`src/rtl/lut_mult_sequencer_if.sv`:
```
// rtl/lut_mult_sequencer_if.sv - start/busy/done request bus between a datapath and lut_mult_sequencer
interface lut_mult_sequencer_if #(
  parameter int SIZE   = 4,
  parameter int BWIDTH = 8
);
  logic                   start;
  logic [SIZE-1:0]        A;
  logic [BWIDTH-1:0]      B;
  logic                   busy;
  logic                   done;
  logic [SIZE+BWIDTH-1:0] M;

  modport master (output start, A, B, input busy, done, M);
  modport slave  (input start, A, B, output busy, done, M);
endinterface

```
`src/rtl/lut_mult_sequencer.sv`:
```
// rtl/lut_mult_sequencer.sv - digit-serial multiplier reusing one 2-bit LUT multiplier
// Optional early completion when the remaining B digits are zero: define LUT_SEQ_EARLY_EXIT_EN.

module lut_multiplier_2b #(
  parameter int SIZE = 4
) (
  input  logic            reset,
  input  logic [SIZE-1:0] A,
  input  logic [1:0]      B,
  output logic [SIZE+1:0] M
);
  logic [SIZE+1:0] a_ext;

  assign a_ext = {2'b00, A};

  always_comb begin
    M = '0;
    if (!reset) begin
      case (B)
        2'd0:    M = '0;
        2'd1:    M = a_ext;
        2'd2:    M = a_ext << 1;
        default: M = a_ext + (a_ext << 1);
      endcase
    end
  end
endmodule

module lut_mult_sequencer #(
  parameter int SIZE   = 4,
  parameter int BWIDTH = 8
) (
  input  logic                 clk,
  input  logic                 reset,
  lut_mult_sequencer_if.slave  bus
);
  localparam int N  = BWIDTH / 2;
  localparam int PW = SIZE + BWIDTH;
  localparam int KW = (N > 1) ? $clog2(N) : 1;

  typedef enum logic {IDLE, CALC} state_t;

  state_t            state, state_next;
  logic [SIZE-1:0]   a_reg;
  logic [BWIDTH-1:0] b_reg, b_shift;
  logic [KW-1:0]     k;
  logic [PW-1:0]     acc, acc_next, pp_ext, m_q;
  logic [SIZE+1:0]   pp;
  logic              last, done_q, busy_c;

  lut_multiplier_2b #(.SIZE(SIZE)) u_lut (
    .reset (1'b0),
    .A     (a_reg),
    .B     (b_reg[1:0]),
    .M     (pp)
  );

  assign pp_ext   = PW'(pp);
  assign acc_next = acc + (pp_ext << {k, 1'b0});
  assign b_shift  = b_reg >> 2;

`ifdef LUT_SEQ_EARLY_EXIT_EN
  assign last = (k == KW'(N - 1)) || (b_shift == '0);
`else
  assign last = (k == KW'(N - 1));
`endif

  always_ff @(posedge clk or negedge reset) begin
    if (!reset) state <= IDLE;
    else        state <= state_next;
  end

  always_comb begin
    state_next = state;
    case (state)
      IDLE:    if (bus.start) state_next = CALC;
      CALC:    if (last)      state_next = IDLE;
      default: state_next = IDLE;
    endcase
  end

  always_comb begin
    busy_c = 1'b0;
    if (state == CALC) busy_c = 1'b1;
  end

  // Datapath: operand latch, digit shift/accumulate, and the registered result/done pulse.
  always_ff @(posedge clk or negedge reset) begin
    if (!reset) begin
      a_reg  <= '0;
      b_reg  <= '0;
      acc    <= '0;
      k      <= '0;
      m_q    <= '0;
      done_q <= 1'b0;
    end else begin
      done_q <= 1'b0;
      if (state == IDLE) begin
        if (bus.start) begin
          a_reg <= bus.A;
          b_reg <= bus.B;
          acc   <= '0;
          k     <= '0;
        end
      end else begin
        acc   <= acc_next;
        b_reg <= b_shift;
        k     <= k + 1'b1;
        if (last) begin
          m_q    <= acc_next;
          done_q <= 1'b1;
        end
      end
    end
  end

  assign bus.busy = busy_c;
  assign bus.done = done_q;
  assign bus.M    = m_q;
endmodule

```
`src/flat_wrapper.sv`:
```
// flat-port wrapper written by rule: the top's interface ports become plain ports
module lut_mult_sequencer_flat 
#(
  parameter int SIZE   = 4,
  parameter int BWIDTH = 8
)
  (clk, reset, bus_start, bus_A, bus_B, bus_busy, bus_done, bus_M);
  lut_mult_sequencer_if #(.SIZE(SIZE), .BWIDTH(BWIDTH)) bus_i ();
  input  logic clk;
  input  logic reset;
  input wire logic [$bits(bus_i.start)-1:0] bus_start;
  input wire logic [$bits(bus_i.A)-1:0] bus_A;
  input wire logic [$bits(bus_i.B)-1:0] bus_B;
  output wire logic [$bits(bus_i.busy)-1:0] bus_busy;
  output wire logic [$bits(bus_i.done)-1:0] bus_done;
  output wire logic [$bits(bus_i.M)-1:0] bus_M;
  assign bus_i.start = bus_start;
  assign bus_i.A = bus_A;
  assign bus_i.B = bus_B;
  assign bus_busy = bus_i.busy;
  assign bus_done = bus_i.done;
  assign bus_M = bus_i.M;
  lut_mult_sequencer #(.SIZE(SIZE), .BWIDTH(BWIDTH)) u_core (.clk(clk), .reset(reset), .bus(bus_i));
endmodule
```
`config.mk`:
```
export PLATFORM = sky130hd
export DESIGN_NAME = lut_mult_sequencer_flat
export DESIGN_NICKNAME = d
export VERILOG_FILES = /design/src/rtl/lut_mult_sequencer_if.sv /design/src/rtl/lut_mult_sequencer.sv /design/src/flat_wrapper.sv
export SDC_FILE = /design/constraint.sdc
export NUM_CORES = 1
export LEC_CHECK = 0
export ABC_AREA = 1
export CORE_MARGIN = 2
export CORE_UTILIZATION = 55
export DETAILED_ROUTE_END_ITERATION = 16
export GPL_TIMING_DRIVEN = 1
export HOLD_SLACK_MARGIN = 0.1
export PLACE_DENSITY = 0.88
export SLEW_MARGIN = 20
export SYNTH_ARGS = -nofsm -noshare
export SYNTH_HDL_FRONTEND = slang
export SYNTH_SLANG_ARGS = --single-unit
```
`constraint.sdc`:
```
create_clock -name clk -period 7.1 [get_ports clk]
set_input_delay 1.065 -clock clk [delete_from_list [all_inputs] [get_ports clk]]
set_output_delay 1.065 -clock clk [all_outputs]
set_load 0.01 [all_outputs]
```
==> flow_metrics.tcl, run 1 <==
set metrics [dict create \
    start_kind "register" \
    crit_fanout 6 \
    cts_buffers 5 \
    viasPerCell 5.47 \
    postCtsHoldBufs 0 \
    finalNonFillerCells 426 \
    max_stage_delay_ps 460 \
    cpMostUsedCell "nand2_1" \
    critPathTopFamily "adder cells" \
    drv_cap 0 \
    cp.depth 15 \
    synth.distinct_cells 29 \
    dp_cells 418 \
    port_buffers 28 \
    setup_ws_ps 4030 \
    cts_resized 0 \
    die_x_um 72.0 \
    synth_warnings 0 \
    syn-cell-area_um2 2540 \
    rsz0062_at_grt "false" \
    grt_overflow_total 0 \
    fin_area_um2 2940 \
    tightestPinTransition_ps 871 \
    core_um2 4410 \
    clockBufferDepth 2 \
    finalCritPeriodShare_pct 43.2 \
    grt-busiest-layer "met2" \
    yosys_register_bits 40 \
    hold_class "register to register" \
    met1_usage_pct 30.5 \
    path_cells "ha_1 > fa_1 > xnor2_1 > o21ai_0 > o21ai_1 > nand2_1 > o21ai_1 > ha_1 > nand2_1 > inv_1 > nand3_1 > o21ai_0 > nand2_1 > nand3_1 > nand2_1" \
    cts_tree "yes" \
    insertedDiodeCount 0 \
    r2r_start "u_core.a_reg[1]" \
    fp.dieArea_um2 5180 \
    io_pins 29 \
    p_leak_uw 0.00151 \
    slew_violations 0 \
    cts_setup_buffers 0 \
    drtIter0Drc 184 \
    globalplace.congestion 0.935 \
    wl_per_cell_um 13.4 \
    critPathCapture "u_core.bus.M[8]" \
    r2r-end "u_core.bus.M[8]" \
    area_growth_pct 15.7 \
    hold_viol 0 \
    antenna_found_initial 0 \
    first_global_vias 2294 \
    clkTransAtPathRegs_ps 80 \
    crit_buf_inv 1 \
    initial_core_util_pct 57.6 \
    multi_input_area_um2 1340 \
    synth.top_cell.area_share_pct 39.4 \
    nFillCells 389 \
    die_y_um 72.0 \
    required_ps 7290 \
    worstPathArrival_ps 3260 \
    setup_violations 0 \
    reg2reg_depth 15 \
    min_period_ps 3070 \
    layout_commonest_cell "nand2_1" \
    synth_top_area_cell "dfrtp_1" \
    fin_setup_tns_ps 0 \
    first_pass_iters 4 \
    yosys-top-cells-area "dfrtp_1 (39%), nand2_1 (19%), ha_1 (7.9%), nand3_1 (6.1%), o21ai_0 (5.1%)" \
    max_freq_ghz 0.326 \
    wirelength_mm 5.72 \
    num_rows 24 \
    avgSynthCellArea_um2 7.35 \
    endpoint_kind "register" \
    critPathLaunch "u_core.a_reg[1]" \
    num_vias 2332 \
    cts_root_buf "clkbuf_8" \
    post-place-ws_ps 4060 \
    htree_levels 2 \
    skew_ps 8.38 \
    hold_ws_ps 479 \
    insertion_delay_ps 300 \
    power_density_nw_per_um2 435 \
    ir_drop_v 0.000215 \
    syn_nets 379 \
    ys_seq_area_share_pct 39.4 \
    status "complete, no violations" \
    rrSetupSlack_ps 4030 \
    dpl_cell_area_um2 2830 \
    drc 0 \
    use_met3_pct 4.58 \
    hp-start "u_core.bus.M[5]" \
    final_cell_mix "nand2_1 (128), dfrtp_1 (40), inv_1 (33)" \
    grt_max_degree 41 \
    critical_path_class "register to register" \
    grt_usage_pct 25.1 \
    final-seq-area_um2 1000 \
    grt_pass1_wl_mm 10.1 \
    slowest_stage "dfrtp_1" \
    relSlewSlack_pct 42.0 \
    use_met2_pct 43.9 \
    cts.sinks 40 \
    syn_inst 346 \
    ant_nets 0 \
    nets 406 \
    dp_hpwl_mm 4.29 \
    drive_gt1_share_pct 6.15 \
]
==> through the flow <==
step           power [µW]  utilization (%)
6_report             1280             66.6
4_1_cts              1280             66.6
2_1_floorplan         892                -
3_3_place_gp         1060             64.1
5_1_grt              1400             66.6
3_5_place_dp         1090             64.1
==> cell usage after synthesis, drive strengths merged <==
master and count:
nor3 2, ha 16, xor2 2, o21ai 29, dfrtp 40, and2 2
clkinv 2, or2 2, fa 2, o211ai 3, a22o 2, nand2 133
a211o 1, nand3 31, nand4 5, a21oi 5, o21bai 2, nor2 19
xnor2 3, inv 36, buf 9
==> layer usage <==
layer | share of wire [%] | routed length [µm]
met1 | 44 | 2550
met2 | 49 | 2820
met3 | 3.7 | 209
met4 | 2.6 | 148
met5 | 0 | 0
==> report_power, final <==
part | total (µW) | internal, µW | leakage (µW) | switching [µW]
logic | 667 | 266 | 0.000943 | 401
registers | 424 | 324 | 0.000513 | 100
clock network | 189 | 104 | 0.0000541 | 84.5
total | 1280 | 694 | 0.00151 | 586
==> cells by family (layout without fill, tap and decap cells) <==
kind of cell | Yosys count | count (layout) | share of synthesized area (%)
simple gates | 194 | 194 | 32.1
compound gates | 42 | 42 | 9.40
fa+ha+maj | 18 | 18 | 9.45
buf+inv | 47 | 75 | 7.97
flops | 40 | 40 | 39.4
xor+xnor | 5 | 5 | 1.72
==> worst min-delay path, stage by stage, from the launching register on <==
cell,delay [ps]
dfrtp_1,350
nand2_1,50
nand2_1,50
==> worst min path at each step <==
stage,end,slack (ps),depth (start not counted)
after global placement,u_core.bus.M[9],460,2
after detailed placement,u_core.bus.M[5],470,2
after floorplan,u_core.acc[6],460,2
after global routing,u_core.bus.M[8],510,2
final,u_core.bus.M[5],480,2
after CTS,u_core.bus.M[5],490,2
==> layout make-up <==
type	count	area share, %
multi-input combinational	259	45.5
sequential	40	34.0
timing repair buffer	29	9.61
inverter	38	4.85
clock buffer	5	2.34
tap	52	2.21
clock inverter	3	1.45
(Power assumes the default switching activity.)
==> run 2: changes to the inputs <==
- CORE_UTILIZATION: 55 -> 51
- PLACE_DENSITY: 0.88 -> 0.86
- clock period: 7.1 -> 2.6 ns (I/O delays scaled with it)
==> flow_metrics.tcl, run 2 (synthesis gave the netlist of run 1 again) <==
set metrics [dict create \
    area_growth_pct 44.1 \
    grt_usage_pct 25.0 \
    clkTransAtPathRegs_ps 90 \
    fin_area_um2 3660 \
    setup_violations 12 \
    reg2reg_depth 17 \
    hold_viol 0 \
    grt_max_degree 41 \
    num_rows 25 \
    num_vias 2543 \
    core_um2 4750 \
    finalNonFillerCells 471 \
    min_period_ps 2650 \
    setup_ws_ps -51.5 \
    crit_fanout 4 \
    finalCritPeriodShare_pct 102 \
    required_ps 2790 \
    io_pins 29 \
    wirelength_mm 7.10 \
    fp.dieArea_um2 5570 \
    port_buffers 28 \
    htree_levels 2 \
    finalPower_uw 4990 \
    final_cell_mix "nand2_1 (99), dfrtp_1 (40), buf_4 (31)" \
    r2r-end "u_core.bus.M[11]" \
    violations "setup timing" \
    netSwitchingFraction_pct 44.3 \
    status "finished, violations left" \
    die_x_um 74.6 \
    drv_cap 0 \
    relSlewSlack_pct 41.6 \
    power.switching_uw 2210 \
    dp_hpwl_mm 4.33 \
    grt_pass1_wl_mm 10.5 \
    r2r_start "u_core.a_reg[0]" \
    viasPerCell 5.40 \
    dpl_cell_area_um2 3030 \
    hold_class "input pin to asynchronous set/reset pin" \
    p_clk_share_pct 14.1 \
    cts_root_buf "clkbuf_8" \
    first_global_vias 2381 \
    cts.sinks 40 \
    dp_cells 456 \
    start_kind "register" \
    nets 436 \
    endpoint_kind "register" \
    highest_layer "met4" \
    worstPathArrival_ps 2840 \
    slew_violations 0 \
    power_density_nw_per_um2 1360 \
    pwr-share-seq_pct 22.7 \
    met2_length_mm 3.68 \
    drive_gt1_share_pct 33.4 \
    ir_drop_v 0.000596 \
    die_y_um 74.6 \
    grt_overflow_total 0 \
    critical_path_class "register to register" \
    rsz0062_at_grt "true" \
    wl_met3_um 368 \
    cts_buffers 5 \
    tightestPinTransition_ps 875 \
    p_int_uw 2780 \
    insertion_delay_ps 300 \
    post-place-ws_ps -233 \
    antenna_found_initial 0 \
    combPwrFrac_pct 63.2 \
    globalplace.congestion 1.07 \
    initial_core_util_pct 53.5 \
    p_leak_uw 0.00177 \
    wl_met1_mm 2.79 \
    drtIter0Drc 195 \
    postCtsHoldBufs 0 \
    clockBufferDepth 2 \
    fin_setup_tns_ps -286 \
    drc 0 \
    insertedDiodeCount 0 \
    first_pass_iters 5 \
    skew_ps 12.6 \
    ant_nets 0 \
    cts_tree "yes" \
    layout_commonest_cell "nand2_1" \
    rrSetupSlack_ps -50 \
    max_freq_ghz 0.377 \
    wl_per_cell_um 15.1 \
]
## run 2: cell count changes in the layout (fill, tap and decap cells not counted), moves of 9 or more
cell | before | now
buf_4 | 1 | 31
ha_1 | 16 | 6
ha_4 | 0 | 9
inv_1 | 33 | 23
inv_2 | 3 | 12
nand2_1 | 128 | 99
nand2_2 | 5 | 25
nand2_4 | 0 | 9
nand3_1 | 31 | 22
nand3_2 | 0 | 9
o21ai_0 | 26 | 16
## run 2: layout make-up
| type | instances | area (µm²) |
|---|---|---|
| clock buffer | 5 | 68.8 |
| clock inverter | 3 | 90.1 |
| fill | 317 | 1090 |
| inverter | 38 | 145 |
| multi-input combinational | 259 | 1770 |
| sequential | 40 | 1000 |
| tap | 67 | 83.8 |
| timing repair buffer | 59 | 508 |
## run 2: metrics by stage
stage	hold slack [ps]	utilization, %
5_1_grt	275	77.1
3_3_place_gp	463	63.6
3_5_place_dp	464	63.6
6_report	198	77.1
4_1_cts	234	72.7
2_1_floorplan	94.4	-
## run 2: routing by layer
| layer | global-route usage [%] | vias up |
|---|---|---|
| met1 | 29.5 | 1199 |
| met4 | 12.3 | 0 |
| met2 | 44.1 | 98 |
| met5 | 0 | - |
| li1 | - | 1220 |
| met3 | 3.93 | 26 |
## run 2: how the worst max path moves through the flow
stage	from	end	slack [ps]	cells past startpoint
2_1_floorplan	u_core.a_reg[1]	u_core.bus.M[6]	9	15
3_3_place_gp	u_core.a_reg[0]	u_core.bus.M[6]	-160	15
3_5_place_dp	u_core.a_reg[0]	u_core.bus.M[6]	-230	15
4_1_cts	u_core.a_reg[1]	u_core.acc[5]	-70	15
5_1_grt	u_core.a_reg[0]	u_core.acc[9]	-170	15
6_report	u_core.a_reg[0]	u_core.bus.M[11]	-50	17
## run 2: worst max-delay path, cell delays in order, from the launching register on
cell and delay, ps:
dfrtp_1 390, ha_2 200, fa_2 380, xnor2_2 150, o21ai_2 150, o21ai_2 70, nand2_1 90, o21ai_2 100
ha_4 350, nand2_4 90, inv_2 70, nand2_2 60, nand2_2 100, nand2_2 60, nand3_1 80, nand2_1 70
nand3_1 90, nand2_1 70
## run 2: timing repair
item	4_1_cts	5_1_grt
cloned	0	0
pin swaps	35	40
gates resized for setup	54	53
setup buffers	5	3
setup endpoints to repair	18	18
## run 2: power by group through the flow
stage          Combinational [µW]  Sequential, µW  Clock [µW]
2_1_floorplan                1360            1080           0
3_3_place_gp                 2080            1100           0
3_5_place_dp                 2140            1110           0
4_1_cts                      2630            1120         713
5_1_grt                      3390            1160         743
6_report                     3150            1130         704
